--- src/rtl/bnw_pkg.sv ---
// Shared definitions for the key event scheduler: event kinds and the event record.
package bnw_pkg;
    localparam logic EVT_SHORT = 1'b0;
    localparam logic EVT_LONG  = 1'b1;

    // Key field sized for the largest supported keyboard (16 keys).
    localparam int KEY_W_MAX = 4;

    typedef struct packed {
        logic [KEY_W_MAX-1:0] key;
        logic                 long;
    } evt_t;
endpackage

--- src/rtl/key_event_scheduler_if.sv ---
// Event port between the scheduler and its single consumer (valid/ready plus drop pulse).
interface key_event_if #(parameter int N_KEYS = 8) ();
    logic                      evt_valid;
    logic                      evt_ready;
    logic [$clog2(N_KEYS)-1:0] evt_key;
    logic                      evt_long;
    logic                      evt_drop;

    modport master (output evt_valid, evt_key, evt_long, evt_drop, input evt_ready);
    modport slave  (input evt_valid, evt_key, evt_long, evt_drop, output evt_ready);
endinterface

--- src/rtl/key_press_classifier.sv ---
// Per-key press timer: emits a one-cycle long pulse during the hold and a short pulse on release.
module key_press_classifier #(
    parameter int CNT_W   = 8,
    parameter int LONG_TH = 100,
    parameter int MIN_TH  = 2
) (
    input  logic clk,
    input  logic rst,
    input  logic key_in,
    output logic short_evt,
    output logic long_evt
);
    localparam logic [CNT_W-1:0] LONG_C  = CNT_W'(LONG_TH);
    localparam logic [CNT_W-1:0] LONG_M1 = CNT_W'(LONG_TH - 1);
    localparam logic [CNT_W-1:0] MIN_C   = CNT_W'(MIN_TH);

    logic [CNT_W-1:0] cnt;
    logic             prev;

    // Saturating at LONG_TH makes the long pulse fire once per hold and suppresses the release event.
    always_ff @(posedge clk or posedge rst) begin
        if (rst) begin
            cnt  <= '0;
            prev <= 1'b0;
        end else begin
            prev <= key_in;
            if (!key_in)
                cnt <= '0;
            else if (cnt != LONG_C)
                cnt <= cnt + 1'b1;
        end
    end

    assign long_evt  = key_in && (cnt == LONG_M1);
    assign short_evt = !key_in && prev && (cnt >= MIN_C) && (cnt < LONG_C);
endmodule

--- src/rtl/key_event_scheduler.sv ---
// Per-key pending slots shared onto one registered event port through a round-robin arbiter.
module key_event_scheduler
    import bnw_pkg::*;
#(
    parameter int N_KEYS  = 8,
    parameter int CNT_W   = 8,
    parameter int LONG_TH = 100,
    parameter int MIN_TH  = 2
) (
    input  logic              clk,
    input  logic              rst,
    input  logic [N_KEYS-1:0] key_in,
    key_event_if.master       evt
);
    localparam int KW = $clog2(N_KEYS);

    localparam logic [0:0] IDLE = 1'b0;
    localparam logic [0:0] HOLD = 1'b1;

    logic [N_KEYS-1:0] short_evt, long_evt, raise;
    logic [N_KEYS-1:0] pend, kind, grant, drop;
    logic [0:0]        state;
    logic [KW-1:0]     last_grant, sel, out_key;
    logic              out_long, drop_q, found, loadable;

    for (genvar gi = 0; gi < N_KEYS; gi++) begin : g_key
        key_press_classifier #(
            .CNT_W  (CNT_W),
            .LONG_TH(LONG_TH),
            .MIN_TH (MIN_TH)
        ) u_cls (
            .clk      (clk),
            .rst      (rst),
            .key_in   (key_in[gi]),
            .short_evt(short_evt[gi]),
            .long_evt (long_evt[gi])
        );
    end

    assign raise    = short_evt | long_evt;
    assign loadable = (state == IDLE) || evt.evt_ready;

    // First pending slot after the last winner, wrapping modulo N_KEYS.
    always_comb begin
        int idx;
        found = 1'b0;
        sel   = '0;
        idx   = 0;
        for (int k = 1; k <= N_KEYS; k++) begin
            idx = (int'(last_grant) + k) % N_KEYS;
            if (!found && pend[idx[KW-1:0]]) begin
                found = 1'b1;
                sel   = idx[KW-1:0];
            end
        end
        grant = '0;
        if (loadable && found)
            grant[sel] = 1'b1;
    end

    // A new event only displaces a pending one if that slot is being granted this cycle.
    assign drop = raise & pend & ~grant;

    always_ff @(posedge clk or posedge rst) begin
        if (rst) begin
            pend <= '0;
            kind <= '0;
        end else begin
            for (int i = 0; i < N_KEYS; i++) begin
                if (raise[i] && !drop[i]) begin
                    pend[i] <= 1'b1;
                    kind[i] <= long_evt[i] ? EVT_LONG : EVT_SHORT;
                end else if (grant[i]) begin
                    pend[i] <= 1'b0;
                end
            end
        end
    end

    always_ff @(posedge clk or posedge rst) begin
        if (rst) begin
            state      <= IDLE;
            out_key    <= '0;
            out_long   <= 1'b0;
            last_grant <= KW'(N_KEYS - 1);
            drop_q     <= 1'b0;
        end else begin
            drop_q <= |drop;
            case (state)
                IDLE: if (found) state <= HOLD;
                HOLD: if (evt.evt_ready && !found) state <= IDLE;
                default: state <= IDLE;
            endcase
            if (loadable && found) begin
                out_key    <= sel;
                out_long   <= kind[sel];
                last_grant <= sel;
            end
        end
    end

    assign evt.evt_valid = (state == HOLD);
    assign evt.evt_key   = out_key;
    assign evt.evt_long  = out_long;
    assign evt.evt_drop  = drop_q;
endmodule

--- src/flat_wrapper.sv ---
// flat-port wrapper written by rule: the top's interface ports become plain ports
module key_event_scheduler_flat import bnw_pkg::*;
#(
    parameter int N_KEYS  = 8,
    parameter int CNT_W   = 8,
    parameter int LONG_TH = 100,
    parameter int MIN_TH  = 2
)
  (clk, rst, key_in, evt_evt_valid, evt_evt_key, evt_evt_long, evt_evt_drop, evt_evt_ready);
  key_event_if #(.N_KEYS(N_KEYS)) evt_i ();
  input  logic clk;
  input  logic rst;
  input  logic [N_KEYS-1:0] key_in;
  output wire logic [$bits(evt_i.evt_valid)-1:0] evt_evt_valid;
  output wire logic [$bits(evt_i.evt_key)-1:0] evt_evt_key;
  output wire logic [$bits(evt_i.evt_long)-1:0] evt_evt_long;
  output wire logic [$bits(evt_i.evt_drop)-1:0] evt_evt_drop;
  input wire logic [$bits(evt_i.evt_ready)-1:0] evt_evt_ready;
  assign evt_evt_valid = evt_i.evt_valid;
  assign evt_evt_key = evt_i.evt_key;
  assign evt_evt_long = evt_i.evt_long;
  assign evt_evt_drop = evt_i.evt_drop;
  assign evt_i.evt_ready = evt_evt_ready;
  key_event_scheduler #(.N_KEYS(N_KEYS), .CNT_W(CNT_W), .LONG_TH(LONG_TH), .MIN_TH(MIN_TH)) u_core (.clk(clk), .rst(rst), .key_in(key_in), .evt(evt_i));
endmodule
--- config.mk ---
export PLATFORM = sky130hd
export DESIGN_NAME = key_event_scheduler_flat
export DESIGN_NICKNAME = d
export VERILOG_FILES = /design/src/rtl/bnw_pkg.sv /design/src/rtl/key_event_scheduler_if.sv /design/src/rtl/key_press_classifier.sv /design/src/rtl/key_event_scheduler.sv /design/src/flat_wrapper.sv
export SDC_FILE = /design/constraint.sdc
export NUM_CORES = 1
export LEC_CHECK = 0
export ABC_AREA = 1
export BUFFER_PORTS_ARGS = -buffer_cell sky130_fd_sc_hd__buf_2
export CAP_MARGIN = 30
export CORE_MARGIN = 5
export CORE_UTILIZATION = 55
export DETAILED_ROUTE_END_ITERATION = 16
export PLACE_DENSITY = 0.69
export RECOVER_POWER = 50
export SETUP_SLACK_MARGIN = 0.02
export SLEW_MARGIN = 40
export SYNTH_ARGS = -nofsm -noshare
export SYNTH_HDL_FRONTEND = slang
export SYNTH_SLANG_ARGS = --single-unit
--- constraint.sdc ---
create_clock -name clk -period 3.44 [get_ports clk]
set_clock_uncertainty 0.05 [all_clocks]
set_input_delay 0.516 -clock clk [delete_from_list [all_inputs] [get_ports clk]]
set_output_delay 0.516 -clock clk [all_outputs]
set_load 0.02 [all_outputs]
Yosys cells after proc, flatten, opt, wreduce, memory -nomap -nowiden
Cells that the tools add are included.
{"block": "totals", "input_bits": 11, "register_bits": 97, "out_inout_bits": 6, "elab_cells": 272}
{"block": "op_classes", "add_sub_neg": 16, "bitwise_logic": 5, "n_lt_le_gt_ge": 26, "n_mux": 80, "n_reduce_logical": 84, "eq_ne": 24}
{"op": "two-way mux 8 bit", "n": 17}
{"op": "adder 8 x 1 -> 8 bit (second input constant)", "n": 8}
{"op": "equality test 8 x 7 -> 1 bit (second input constant)", "n": 8}
{"op": ">= comparator 8 x 2 -> 1 bit (second input constant)", "n": 8}
{"op": "< comparator 8 x 7 -> 1 bit (second input constant)", "n": 8}
{"op": "!= test 8 x 7 -> 1 bit (second input constant)", "n": 8}
{"op": "logical AND 1 bit", "n": 50}
{"op": "two-way mux 1 bit", "n": 44}
{"op": "< comparator 3 x 4 -> 1 bit (second input constant)", "n": 9}
{"op": "binary-select mux 1 bit (select 3 bit)", "n": 9}
{"op": "zero test 1 bit", "n": 24}
{"op": "two-way mux 3 bit", "n": 8}
{"op": "bitwise AND 8 bit", "n": 2}
{"op": "!= test 2 x 1 -> 1 bit (second input constant)", "n": 8}
{"op": "nonzero test 2 bit", "n": 8}
{"op": "adder 3 bit (second input constant)", "n": 4}
{"op": "NOT 8 bit", "n": 1}
{"op": "bitwise OR 8 bit", "n": 1}
{"op": "OR reduction 8 bit", "n": 1}
{"op": "adder 3 x 1 -> 3 bit (second input constant)", "n": 2}
{"op": "adder 3 x 2 -> 3 bit (second input constant)", "n": 2}
{"op": "demux 1 bit (select 3 bit)", "n": 1}
{"op": ">= comparator 3 x 1 -> 1 bit (second input constant)", "n": 1}
{"op": "case mux 1 bit (2 select lines)", "n": 1}
{"op": "2 further kinds", "n": 2}

Depth between registers and ports, before layout
Gate-level depths: netlist (run 1).
{"block": "logic_depth", "word_depth": 35, "ltp_mapped": 23, "ltp_nobuf": 21}

By module
From an unflattened synthesis (run 1), not the netlist that was laid out.
{"block": "unflattened", "cells_unflattened": 958, "hier_area_um2": 6511.2}
{"module": "key_press_classifier", "seq_area_each_um2": 225.2, "instances": 8, "area_per_inst_um2": 560.5, "cells_each": 81}
{"module": "key_event_scheduler", "seq_area_each_um2": 629.4, "instances": 1, "area_per_inst_um2": 2026.9, "cells_each": 310}

Worst setup path after synthesis (run 1)
Ideal clock, no wire load.
{"block": "synth_timing", "path_kind": "flip-flop to flip-flop", "from": "register u_core.last_grant[0]", "to": "register u_core.kind[1]", "required_time_ps": 3270, "t_arrival_ps": 2800, "path_stages_with_launch": 21, "path_buffers": 2, "setup_slack_ps": 470, "synth_period_minus_slack_ps": 2970, "setup_time_ps": 120, "cell_sequence": "dfstp_2 buf_6 inv_2 buf_6 ha_1 inv_1 nand3_1 nand3_2 nand2_4 nor2_8 nand4_4 nor2_8 nand3_2 nand3_4 nand2_4 nor2_4 nand2_1 nand2_1 nand2_2 nand2_1 o21ai_2"}
{"block": "synth_between", "elab_chain_len": 34, "elab_cells_between_ends": 65, "cone_classes": "add/sub: 8; order compare: 2; mux: 35; bitwise: 2; reduce/logical: 18"}
{"item": "start, declared", "line_no": "key_event_scheduler.sv:23", "text": "logic [KW-1:0] last_grant, sel, out_key;"}
{"item": "start signal, assigned", "line_no": "key_event_scheduler.sv:85", "text": "last_grant <= KW'(N_KEYS - 1);"}
{"item": "start signal, assigned", "line_no": "key_event_scheduler.sv:97", "text": "last_grant <= sel;"}
{"item": "adder 3 x 1 -> 3 bit", "line_no": "key_event_scheduler.sv:50", "text": "idx = (int'(last_grant) + k) % N_KEYS;"}
{"item": "binary-select mux 1 bit (select 3 bit)", "line_no": "key_event_scheduler.sv:51", "text": "if (!found && pend[idx[KW-1:0]]) begin"}
{"item": "two-way mux 1 bit (implied by the code)", "line_no": "key_event_scheduler.sv:51"}
{"item": "two-way mux 1 bit", "line_no": "key_event_scheduler.sv:51"}
{"item": "zero test 1 bit", "line_no": "key_event_scheduler.sv:51"}
{"item": "logical AND 1 bit", "line_no": "key_event_scheduler.sv:51"}
{"item": "two-way mux 1 bit", "line_no": "key_event_scheduler.sv:51"}
{"item": "zero test 1 bit", "line_no": "key_event_scheduler.sv:51"}
{"item": "(+18 left out)"}
{"item": "logical AND 1 bit (implied by the code)", "line_no": "key_event_scheduler.sv:58", "text": "grant[sel] = 1'b1;"}
{"item": "two-way mux 1 bit (implied by the code)", "line_no": "key_event_scheduler.sv:58"}
{"item": "demux 1 bit (select 3 bit)"}
{"item": "two-way mux 8 bit (*)", "line_no": "key_event_scheduler.sv:57", "text": "if (loadable && found)"}
{"item": "NOT 8 bit (*)", "line_no": "key_event_scheduler.sv:62", "text": "assign drop = raise & pend & ~grant;"}
{"item": "bitwise AND 8 bit (*)", "line_no": "key_event_scheduler.sv:62"}
{"item": "zero test 1 bit (*)", "line_no": "key_event_scheduler.sv:70", "text": "if (raise[i] && !drop[i]) begin"}
{"item": "logical AND 1 bit (*)", "line_no": "key_event_scheduler.sv:70"}
{"item": "end signal, assigned by index", "line_no": "key_event_scheduler.sv:72", "text": "kind[i] <= long_evt[i] ? EVT_LONG : EVT_SHORT;"}
{"item": "end, declared", "line_no": "key_event_scheduler.sv:21", "text": "logic [N_KEYS-1:0] pend, kind, grant, drop;"}
Every way passes the cells marked *; elsewhere a longest branch is shown, timed or not. The select of a mux whose other input is x is not followed.
A chain may end at the register's enable or synchronous reset.

Final worst setup path (run 1)
{"block": "layout_timing", "from": "register u_core.last_grant[1]", "to": "register u_core.drop_q (netlist: u_core.evt.evt_drop)"}
{"block": "layout_between", "elab_chain_len": 33, "elab_cells_between_ends": 64, "cone_classes": "add/sub: 8; order compare: 2; mux: 35; bitwise: 2; reduce/logical: 17"}
{"item": "adder 3 x 1 -> 3 bit", "line_no": "key_event_scheduler.sv:50"}
{"item": "binary-select mux 1 bit (select 3 bit)", "line_no": "key_event_scheduler.sv:51"}
{"item": "two-way mux 1 bit (implied by the code)", "line_no": "key_event_scheduler.sv:51"}
{"item": "two-way mux 1 bit", "line_no": "key_event_scheduler.sv:51"}
{"item": "zero test 1 bit", "line_no": "key_event_scheduler.sv:51"}
{"item": "logical AND 1 bit", "line_no": "key_event_scheduler.sv:51"}
{"item": "two-way mux 1 bit", "line_no": "key_event_scheduler.sv:51"}
{"item": "zero test 1 bit", "line_no": "key_event_scheduler.sv:51"}
{"item": "(+17 left out)"}
{"item": "< comparator 3 x 4 -> 1 bit (implied by the code) / >= comparator 3 x 1 -> 1 bit (equally long branches)", "line_no": "key_event_scheduler.sv:58"}
{"item": "logical AND 1 bit (implied by the code)", "line_no": "key_event_scheduler.sv:58"}
{"item": "two-way mux 1 bit (implied by the code)", "line_no": "key_event_scheduler.sv:58"}
{"item": "demux 1 bit (select 3 bit)"}
{"item": "two-way mux 8 bit (*)", "line_no": "key_event_scheduler.sv:57"}
{"item": "NOT 8 bit (*)", "line_no": "key_event_scheduler.sv:62"}
{"item": "bitwise AND 8 bit (*)", "line_no": "key_event_scheduler.sv:62"}
{"item": "OR reduction 8 bit (*)", "line_no": "key_event_scheduler.sv:88", "text": "drop_q <= |drop;"}
{"item": "end signal, assigned", "line_no": "key_event_scheduler.sv:88"}
{"item": "end, declared", "line_no": "key_event_scheduler.sv:24", "text": "logic out_long, drop_q, found, loadable;"}
Marked as above.

==> flow_metrics.py, run 1 <==
metrics = {
    "timing": {
        "rsz0062_at_grt": "false",
        "fin_setup_tns_ns": 0,
        "maxSlewHeadroom_pct": -37.37,
        "worst-slew-pin-transition_ns": 2.049,
        "final-max-slew-violation-count": 49,
        "max_freq_mhz": 327.7,
        "hold_viol": 0,
        "timing.final.crit_share_pct": 88.71,
        "period_minus_slack_ns": 3.052,
        "setup_viol": 0,
    },
    "floorplan": {
        "core_area_sq_um": 10280,
        "die_width_um": 112.3,
        "io_pins": 17,
        "placementRows": 37,
        "initial_utilization_pct": 55.97,
        "fp.dieH_um": 112.3,
        "dieArea_sq_um": 12600,
    },
    "cts": {
        "cts_max_path_buffers": 2,
        "cts-root-buf": "clkbuf_8",
        "clkSlewWorstSetupHoldPaths_ns": 0.09,
        "cts_sinks": 97,
        "clk_latency_ns": 0.37,
        "numCtsBuffers": 9,
        "post_cts_buffers": 0,
        "cts_tree": "yes",
        "htreeDepth": 3,
    },
    "critical_path": {
        "crit_path_start_kind": "flop",
        "cp-end-kind": "flop",
        "cp.required_ns": 3.66,
        "critPathKind": "reg2reg",
        "path_max_fanout": 8,
        "worstPathArrival_ns": 3.27,
    },
    "cells_and_area": {
        "areaGrowthSynthToFinish_pct": 7.548,
        "diodes": 0,
        "drive_above_1_share_pct": 12.27,
        "nNetsFinal": 782,
        "stdcell_area_sq_um": 6186,
    },
    "synthesis": {
        "syn_inst": 726,
        "netlist_area_sq_um": 5752,
        "synth_compound_area_share_pct": 11.07,
        "ys_ff_latch": 97,
        "synth_top_family_by_area": "simple AND/OR/NAND/NOR gates",
        "synth_xor_area_share_pct": 0.8919,
        "synth-simple-area-share_pct": 35.02,
        "synth_nets": 755,
        "synthFlopType": "dfrtp_1",
        "synth_adder_area_share_pct": 3.916,
        "yosysUniqueCellTypes": 45,
        "yosys_warnings": 0,
        "ys_async_sr_fraction_pct": 100.0,
        "muxShareOfSynthArea_pct": 0,
        "ys_seq_area_share_pct": 42.27,
        "synth_edf_count": 0,
        "postSynthAreaPerCell_sq_um": 7.923,
    },
    "route": {
        "wl_mm": 12.02,
        "routed_via_density": 5.570,
        "wl_per_cell_um": 13.45,
        "drt-initial-drc-count": 353,
        "ant_nets": 0,
        "firstDrtPassIters": 5,
        "vias": 4980,
        "drc_errors": 0,
    },
    "global_routing": {
        "grt_pass1_vias": 4585,
        "grt_overflow": 0,
        "antenna_found_initial": 0,
        "grtUsageTotal_pct": 20.01,
        "grt_pass1_wl_mm": 21.07,
        "grt_max_degree": 51,
    },
    "place": {
        "gp_congestion": 0.9375,
        "io_buffers": 16,
        "place_area_sq_um": 6012,
        "dp_hpwl_mm": 9.167,
    },
    "pwr": {
        "p_per_area_nw_per_um2": 844.1,
        "p_leak_uw": 0.003014,
        "ir_worst_vdd_mv": 0.5264,
    },
    "job": {
        "maxCapViolCount": 1,
    },
    "run_status": {
        "violations": "capacitance limit, slew limit",
        "status": "finished, violations left",
    },
    "min_path": {
        "hold_path.class": "in2reg",
    },
}
==> power by group <==
part	internal, uW	leakage [uW]	switching [uW]
logic	948	0.00164	2070
clock network	378	0.0000969	388
registers	1280	0.00127	150
total	2610	0.00301	2610
==> layout by cell type, fill, tap and decap left out, types with 2 or more instances in the layout <==
master and n:
nand2_1 136, dfrtp_1 94, inv_1 85, nor2_1 82, nand3_1 50, nor3_1 38
o21ai_0 36, a21oi_1 28, nand4_1 26, nand2_2 21, ha_1 18, a31oi_1 11
clkbuf_8 11, clkbuf_1 11, nand3_2 10, and3_1 9, buf_2 8, nor3b_1 7
o2111ai_1 7, a211oi_1 6, nand2_4 6, o21ai_1 6, nor2_2 6, inv_2 5
a21boi_0 5, o21ai_2 3, buf_4 3, dfstp_2 3, nor4_1 2, xnor2_1 2
xor2_1 2, nor2_8 2, inv_4 2
==> state kept, by name (all words and copies together) (netlist names) <==
register,cells
u_core.kind,8
u_core.evt.evt_key,3
u_core.last_grant,3
u_core.evt.evt_drop,1
u_core.pend,8
u_core.evt.evt_valid,1
u_core.evt.evt_long,1
u_core.g_key.u_cls.prev,8
u_core.g_key.u_cls.cnt,64
==> layer usage <==
metal | track usage [%] | routed length, um | up-vias | share of wire (%)
li1 | - | - | 2495 | -
met1 | 27.68 | 5832 | 2352 | 49
met2 | 31.35 | 5484 | 105 | 46
met3 | 3.396 | 378 | 28 | 3.1
met4 | 8.173 | 324 | 0 | 2.7
met5 | 0 | 0 | - | 0
==> synth_stat cells (5+ instances only) <==
library cell  count  area share, %
a211oi_1          6           0.78
a21boi_0          5           0.65
a21oi_1          28            2.4
a31oi_1          11            1.2
and3_1            9           0.98
dfrtp_1          94             41
ha_1             18            3.9
inv_1            87            5.7
nand2_1         136            8.9
nand2_2          21            2.3
nand2_4           6            1.2
nand3_1          50            4.4
nand3_2          10            1.7
nand4_1          26            2.8
nor2_1           82            5.4
nor2_2            6           0.65
nor3_1           38            3.3
nor3b_1           7           0.91
o2111ai_1         7            1.1
o21ai_0          36            3.1
o21ai_1           6           0.52
==> worst max-delay path: stages (launching register included) <==
cell and delay (ns):
dfstp_2 0.54, inv_2 0.07, ha_1 0.40, inv_2 0.17
nand3_1 0.17, nand2_1 0.12, nand2_2 0.07, nand2_4 0.11
inv_2 0.04, a21oi_1 0.16, nand2_1 0.10, nand3b_4 0.20
nand2_4 0.14, nand2_4 0.08, inv_4 0.09, nand2_2 0.07
nand2_1 0.08, nand2_1 0.07, nor2_1 0.14, nand2_1 0.06
==> final cells by class <==
cell class	count	area, sq um
fill	944	4091
multi-input combinational	531	2928
sequential	97	2431
inverter	94	359.1
tap	136	170.2
clock buffer	14	162.7
timing repair buffer	20	97.59
clock inverter	2	37.54
==> path summary, 6_finish.rpt <==
| kind | start | depth (start not counted) | endpoint | slack (ns) |
|---|---|---|---|---|
| max | u_core.last_grant[1]$_DFFE_PP1P_ | 19 | u_core.evt.evt_drop$_DFF_PP0_ | 0.39 |
| min | key_in[7] | 1 | u_core.g_key[7].u_cls.prev$_DFF_PP0_ | 0.29 |
| max reg2reg | u_core.last_grant[1]$_DFFE_PP1P_ | 19 | u_core.evt.evt_drop$_DFF_PP0_ | 0.39 |
| min reg2reg | u_core.g_key[3].u_cls.cnt[0]$_DFFE_PP0P_ | 1 | u_core.g_key[3].u_cls.cnt[0]$_DFFE_PP0P_ | 0.41 |
| max in group asynchronous | rst | 3 | u_core.g_key[0].u_cls.cnt[3]$_DFFE_PP0P_ | 0.77 |
| min in group asynchronous | rst | 2 | u_core.g_key[7].u_cls.cnt[1]$_DFFE_PP0P_ | 0.62 |
==> cells by family after synthesis <==
logic type,after synthesis
simple gates,402
fa+ha+maj,18
flops,97
xor+xnor,5
buf+inv,98
compound gates,106
==> per-stage QoR <==
step	hold slack (ns)	util [%]	total power (uW)	instances	setup WS, ns
floorplan	0.3785	-	3856	726	0.3452
global placement	0.3922	58.50	4444	878	0.2985
detailed placement	0.4019	58.50	4457	878	0.3055
CTS	0.1634	60.45	5244	894	0.2809
global route	0.2760	60.19	5643	894	0.1057
finish	0.2927	60.19	5221	894	0.3884
==> timing repair <==
action	in CTS	in global routing
hold buffers	0	0
endpoints found under the setup margin	0	2
resized for setup	0	1
Power figures use the tool's default switching activity.
==> inputs of run 2 (changes only) <==
--- a/config.mk
+++ b/config.mk
@@ -8,6 +8,7 @@
 export ABC_AREA = 1
 export BUFFER_PORTS_ARGS = -buffer_cell sky130_fd_sc_hd__buf_2
 export CAP_MARGIN = 30
+export CORE_ASPECT_RATIO = 0.6
 export CORE_MARGIN = 5
 export CORE_UTILIZATION = 55
 export DETAILED_ROUTE_END_ITERATION = 16
==> run 2 against run 1 <==
The run still ends with capacitance limit, slew limit left. Critical path depth did not move. Combinational power rose by 3%. Clock power grew 32%. Worst setup slack got worse by 0.10 ns. Global-route usage is 2.1 points higher. Core utilization grew 2.5 points. Die area rose by 0.53%. Register-to-register slack got worse by 0.10 ns. Critical path type unchanged.
==> flow_metrics.py, run 2 (synthesis results as in run 1) <==
metrics = {
    "run_status": {
        "status": "finished, violations left",
        "violations": "capacitance limit, slew limit",
    },
    "cts": {
        "cts_sinks": 97,
        "numCtsBuffers": 9,
        "clkSlewWorstSetupHoldPaths_ns": 0.06,
        "cts_tree": "yes",
        "post_cts_buffers": 0,
        "htreeDepth": 3,
        "cts_max_path_buffers": 2,
        "clk_latency_ns": 0.34,
        "cts-root-buf": "clkbuf_16",
    },
    "min_path": {
        "min_to": "u_core.g_key[7].u_cls.prev$_DFF_PP0_",
        "min-delay-start": "key_in[7]",
        "hold_path.class": "in2reg",
        "worstHoldPathCells": 1,
    },
    "cells_and_area": {
        "ff_latch_area_sq_um": 2431,
        "multi_input_area_sq_um": 2928,
        "layout_commonest_cell": "nand2_1",
        "areaGrowthSynthToFinish_pct": 9.289,
        "regMostFlops": "u_core.g_key.u_cls.cnt",
        "fin_util_pct": 62.74,
        "nFillCells": 898,
        "largest_reg_flops": 64,
        "drive_above_1_share_pct": 12.38,
        "diodes": 0,
        "final_cell_mix": "136 x nand2_1, 94 x dfrtp_1, 86 x inv_1, 82 x nor2_1, 50 x nand3_1",
        "nNetsFinal": 783,
    },
    "critical_path": {
        "cp.required_ns": 3.62,
        "cpMostUsedCell": "nand2_1",
        "crit_path_start_kind": "flop",
        "crit_chain": "inv_2, ha_1, inv_2, nand3_1, nand2_1, nand2_2, nand2_4, inv_2, a21oi_1, nand2_1, nand3b_4, nand2_4, nand2_4, inv_4, nand2_2, nand2_1, nand2_1, nor2_1, nand2_1",
        "critPathKind": "reg2reg",
        "worstPathArrival_ns": 3.34,
        "critPathSlowestCell": "dfstp_2",
        "regToRegEndpoint": "u_core.evt.evt_drop$_DFF_PP0_",
        "max_stage_delay_ns": 0.53,
        "cp-end-kind": "flop",
        "path_max_fanout": 8,
        "rr_startpoint": "u_core.last_grant[1]$_DFFE_PP1P_",
        "reg2reg_slack_ns": 0.29,
        "rr_worst_depth": 19,
        "crit_family": "simple AND/OR/NAND/NOR gates",
        "crit_buf_inv": 4,
    },
    "timing": {
        "hold_viol": 0,
        "final-max-slew-violation-count": 57,
        "fin_setup_tns_ns": 0,
        "setup_viol": 0,
        "period_minus_slack_ns": 3.154,
        "rsz0062_at_grt": "false",
        "worst-slew-pin-transition_ns": 2.113,
        "timing.final.crit_share_pct": 91.69,
        "worst_slack_ns": 0.2858,
        "maxSlewHeadroom_pct": -41.03,
        "max_freq_mhz": 317.0,
    },
    "global_routing": {
        "grt_max_degree": 57,
        "grt_pass1_wl_mm": 22.20,
        "grtUsageTotal_pct": 22.15,
        "grt_pass1_vias": 4452,
        "grt_overflow": 0,
        "antenna_found_initial": 0,
    },
    "route": {
        "ant_nets": 0,
        "drc_errors": 0,
        "wl_mm": 13.05,
        "drt-initial-drc-count": 372,
        "wl_per_cell_um": 14.60,
        "routed_via_density": 5.509,
        "firstDrtPassIters": 5,
        "vias": 4925,
    },
    "place": {
        "dp_hpwl_mm": 10.07,
        "place_ws_ns": 0.2866,
        "io_buffers": 16,
        "gp_congestion": 0.9466,
    },
    "pwr": {
        "p_per_area_nw_per_um2": 886.2,
        "ir_worst_vdd_mv": 0.5476,
        "p_leak_uw": 0.003070,
    },
    "job": {
        "maxCapViolCount": 1,
    },
    "floorplan": {
        "placementRows": 28,
        "core_area_sq_um": 10020,
        "dieArea_sq_um": 12670,
        "io_pins": 17,
        "initial_utilization_pct": 57.41,
        "fp.dieH_um": 89.22,
        "die_width_um": 142.0,
    },
}
==> run 2: area by class of cell <==
class	instances	share of cell area [%]
flip-flops and latches	97	38.67
clock inverters	4	0.8161
inverters	94	5.693
repair buffers	21	1.632
multi-input cells	531	46.58
well taps	135	2.687
clock buffers	12	3.921
==> run 2: metal layers <==
metal | vias up | track usage [%] | part of all wire (%) | wire length, um
met5 | - | 0 | 0 | 0
met4 | 0 | 5.662 | 0.58 | 76
met3 | 7 | 4.810 | 6.9 | 905
met2 | 150 | 31.11 | 40 | 5159
met1 | 2275 | 34.51 | 53 | 6912
li1 | 2493 | - | - | -
==> run 2: worst register-to-register path: stages, from the launching register on <==
cell and delay (ns):
dfstp_2 0.53, inv_2 0.08, ha_1 0.41, inv_2 0.17, nand3_1 0.15, nand2_1 0.13
nand2_2 0.07, nand2_4 0.11, inv_2 0.05, a21oi_1 0.23, nand2_1 0.11, nand3b_4 0.21
nand2_4 0.15, nand2_4 0.08, inv_4 0.10, nand2_2 0.07, nand2_1 0.06, nand2_1 0.08
nor2_1 0.12, nand2_1 0.06
==> run 2: worst max-delay path by stage <==
stage / start / endpoint / slack [ns] / depth (start not counted)
4_1_cts: u_core.last_grant[1]$_DFFE_PP1P_ / u_core.evt.evt_drop$_DFF_PP0_ / 0.26 / 19
6_report: u_core.last_grant[1]$_DFFE_PP1P_ / u_core.evt.evt_drop$_DFF_PP0_ / 0.29 / 19
3_3_place_gp: u_core.last_grant[1]$_DFFE_PP1P_ / u_core.evt.evt_drop$_DFF_PP0_ / 0.20 / 19
2_1_floorplan: rst / u_core.evt.evt_drop$_DFF_PP0_ / 0.35 / 1
5_1_grt: u_core.last_grant[1]$_DFFE_PP1P_ / u_core.evt.evt_drop$_DFF_PP0_ / 0.11 / 19
3_5_place_dp: u_core.last_grant[1]$_DFFE_PP1P_ / u_core.evt.evt_drop$_DFF_PP0_ / 0.29 / 19
==> run 2: timing repair <==
item | 4_1_cts | 5_1_grt
resized for setup | 0 | 1
hold buffers | 0 | 0
setup endpoints to repair | 0 | 2
==> run 2: power breakdown <==
| part | switching, uW | internal [uW] | leakage (uW) |
|---|---|---|---|
| Clock | 427 | 586 | 0.000143 |
| Sequential | 178 | 1280 | 0.00127 |
| Combinational | 2150 | 948 | 0.00165 |
| Total | 2750 | 2820 | 0.00307 |
==> run 2: through the flow <==
| stage | hold slack, ns | area, sq um | power [uW] | cells |
|---|---|---|---|---|
| floorplan | 0.3785 | 5752 | 3856 | 726 |
| global placement | 0.3900 | 6006 | 4520 | 878 |
| detailed placement | 0.4066 | 6006 | 4506 | 878 |
| CTS | 0.2552 | 6304 | 5547 | 894 |
| global route | 0.3331 | 6286 | 5973 | 894 |
| finish | 0.3371 | 6286 | 5571 | 894 |
==> inputs of run 3 (changes only) <==
--- a/config.mk
+++ b/config.mk
@@ -9,7 +9,7 @@
 export BUFFER_PORTS_ARGS = -buffer_cell sky130_fd_sc_hd__buf_2
 export CAP_MARGIN = 30
 export CORE_ASPECT_RATIO = 0.6
-export CORE_MARGIN = 5
+export CORE_MARGIN = 10
 export CORE_UTILIZATION = 55
 export DETAILED_ROUTE_END_ITERATION = 16
 export PLACE_DENSITY = 0.69
==> run 3 against run 2 <==
The flow still finishes with violations (capacitance limit, slew limit). Critical path depth unchanged. Total power is 0.71% lower. Sequential cell count unchanged. Clock power about the same. Maximum frequency up 2.7%. Sequential share of layout area rose by 0.12 points. Via count grew 1.4%. Die area up 19%. Clock-buffer cell count is 2 lower. Cell area down 0.30%. Wire length is 1.0% lower. Cell count decreased by 0.34%. Largest power group unchanged.
==> flow_metrics.py, run 3 (synthesis results as in run 1) <==
metrics = {
    "run_status": {
        "status": "finished, violations left",
        "violations": "capacitance limit, slew limit",
    },
    "timing": {
        "period_minus_slack_ns": 3.071,
        "timing.hold.ws_ns": 0.3227,
        "worst-slew-pin-transition_ns": 2.317,
        "fin_setup_tns_ns": 0,
        "setup_viol": 0,
        "maxSlewHeadroom_pct": -54.47,
        "max_freq_mhz": 325.6,
        "rsz0062_at_grt": "false",
        "hold_viol": 0,
        "final-max-slew-violation-count": 98,
        "worst_slack_ns": 0.3686,
        "timing.final.crit_share_pct": 89.28,
    },
    "critical_path": {
        "worstPathArrival_ns": 3.26,
        "cp.required_ns": 3.63,
        "critPathKind": "reg2reg",
        "critPathSlowestCell": "dfstp_2",
        "crit_path_start_kind": "flop",
        "cpMostUsedCell": "nand2_1",
        "path_max_fanout": 8,
        "max_stage_delay_ns": 0.54,
        "crit_chain": "inv_2, ha_1, inv_2, nand3_1, nand2_1, nand2_2, nand2_4, inv_2, a21oi_1, nand2_1, nand3b_4, nand2_4, nand2_4, inv_4, nand2_2, nand2_1, nand2_1, nor2_1, nand2_1",
        "cp-end-kind": "flop",
    },
    "cts": {
        "holdBufCountCts": 0,
        "htreeDepth": 3,
        "numCtsBuffers": 9,
        "clk_latency_ns": 0.35,
        "clkSlewWorstSetupHoldPaths_ns": 0.06,
        "cts-root-buf": "clkbuf_16",
        "cts_sinks": 97,
        "cts_tree": "yes",
        "cts_max_path_buffers": 2,
    },
    "cells_and_area": {
        "diodes": 0,
        "areaGrowthSynthToFinish_pct": 8.962,
        "regMostFlops": "u_core.g_key.u_cls.cnt",
        "final_cell_mix": "136 x nand2_1, 94 x dfrtp_1, 85 x inv_1, 82 x nor2_1, 50 x nand3_1",
        "stdcell_count": 891,
        "largest_reg_flops": 64,
        "stdcell_area_sq_um": 6267,
        "nNetsFinal": 782,
        "layout_commonest_cell": "nand2_1",
        "nFillCells": 892,
        "drive_above_1_share_pct": 12.30,
    },
    "route": {
        "drc_errors": 0,
        "ant_nets": 0,
        "wl_mm": 12.92,
        "routed_via_density": 5.603,
        "vias": 4992,
        "wl_per_cell_um": 14.50,
        "drt-initial-drc-count": 395,
        "firstDrtPassIters": 5,
    },
    "job": {
        "maxCapViolCount": 1,
    },
    "place": {
        "place_ws_ns": 0.3258,
        "gp_congestion": 0.9176,
        "place_area_sq_um": 6011,
        "io_buffers": 16,
        "dp.cells": 877,
        "dp_hpwl_mm": 9.840,
    },
    "floorplan": {
        "die_width_um": 152.0,
        "initial_utilization_pct": 57.41,
        "io_pins": 17,
        "fp.dieH_um": 99.22,
        "dieArea_sq_um": 15080,
        "core_area_sq_um": 10020,
        "placementRows": 28,
    },
    "pwr": {
        "p_int_uw": 2804,
        "p_per_area_nw_per_um2": 882.6,
        "power_frac_seq_pct": 26.2,
        "power_switching_uw": 2727,
        "ir_worst_vdd_mv": 0.5198,
        "pwr-share-clk_pct": 17.7,
        "power_frac_comb_pct": 56.1,
        "p_leak_uw": 0.003059,
        "swShare_pct": 49.31,
    },
    "global_routing": {
        "grt_pass1_vias": 4405,
        "antenna_found_initial": 0,
        "grt_overflow": 0,
        "grtUsageTotal_pct": 17.12,
        "grt_pass1_wl_mm": 21.69,
        "grt_max_degree": 98,
    },
    "min_path": {
        "hold_path.class": "in2reg",
    },
}
==> run 3: cell types whose count changed in the layout (fill, tap and decap cells not counted), sizes merged <==
cell,delta
clkbuf,-2
clkinv,+2
inv,-2
buf,-1
==> run 3: critical path: cells and delay by family (launching register included) <==
kind	cells	cell delay, ns
and+or+nand+nor	13	1.39
AOI/OAI and AO/OA	1	0.16
adders and majority gates	1	0.41
DFF	1	0.54
buffers and inverters	4	0.39
==> run 3: path summary, 6_finish.rpt <==
path                                                     startpoint                                        to  slack [ns]  cells after the start
setup / recovery                   u_core.last_grant[1]$_DFFE_PP1P_             u_core.evt.evt_drop$_DFF_PP0_        0.37                     19
hold / removal                                            key_in[7]      u_core.g_key[7].u_cls.prev$_DFF_PP0_        0.32                      1
setup reg to reg                   u_core.last_grant[1]$_DFFE_PP1P_             u_core.evt.evt_drop$_DFF_PP0_        0.37                     19
hold reg to reg            u_core.g_key[2].u_cls.cnt[0]$_DFFE_PP0P_  u_core.g_key[2].u_cls.cnt[0]$_DFFE_PP0P_        0.41                      1
max in group asynchronous                                       rst            u_core.evt.evt_valid$_DFF_PP0_        1.03                      3
min in group asynchronous                                       rst  u_core.g_key[7].u_cls.cnt[2]$_DFFE_PP0P_        0.96                      3
==> run 3: stage by stage <==
stage	utilization [%]	power (uW)
after global placement	59.99	4478
after floorplan	-	3856
final	62.55	5531
after CTS	62.82	5517
after detailed placement	59.99	4510
after global routing	62.55	5942
==> run 3: power by group through the flow <==
stage	logic, uW	clock network [uW]	registers, uW
6_report	3100	979	1450
4_1_cts	3060	1010	1440
3_3_place_gp	3010	0	1460
2_1_floorplan	2430	0	1430
5_1_grt	3420	1050	1470
3_5_place_dp	3050	0	1460
==> run 3: timing repair <==
item / CTS / global route
gates resized for setup: 0 / 1
setup buffers: 0 / 0
endpoints found under the setup margin: 0 / 2
==> run 3: metal layers <==
| metal | vias up | GRT usage [%] | wire [um] |
|---|---|---|---|
| met2 | 172 | 21.77 | 4985 |
| met5 | - | 0 | 0 |
| li1 | 2492 | - | - |
| met3 | 20 | 5.677 | 1083 |
| met4 | 0 | 5.527 | 180 |
| met1 | 2308 | 25.92 | 6669 |
==> run 3: cell type report <==
class                           instances  area (sq um)  share of cell area (%)
Multi-Input combinational cell        531          2928                   46.72
Sequential cell                        97          2431                   38.79
Inverter                               94         359.1                   5.730
Clock buffer                           10         239.0                   3.813
Tap cell                              135         168.9                   2.695
Timing Repair Buffer                   20         96.34                   1.537
Clock inverter                          4         45.04                  0.7187
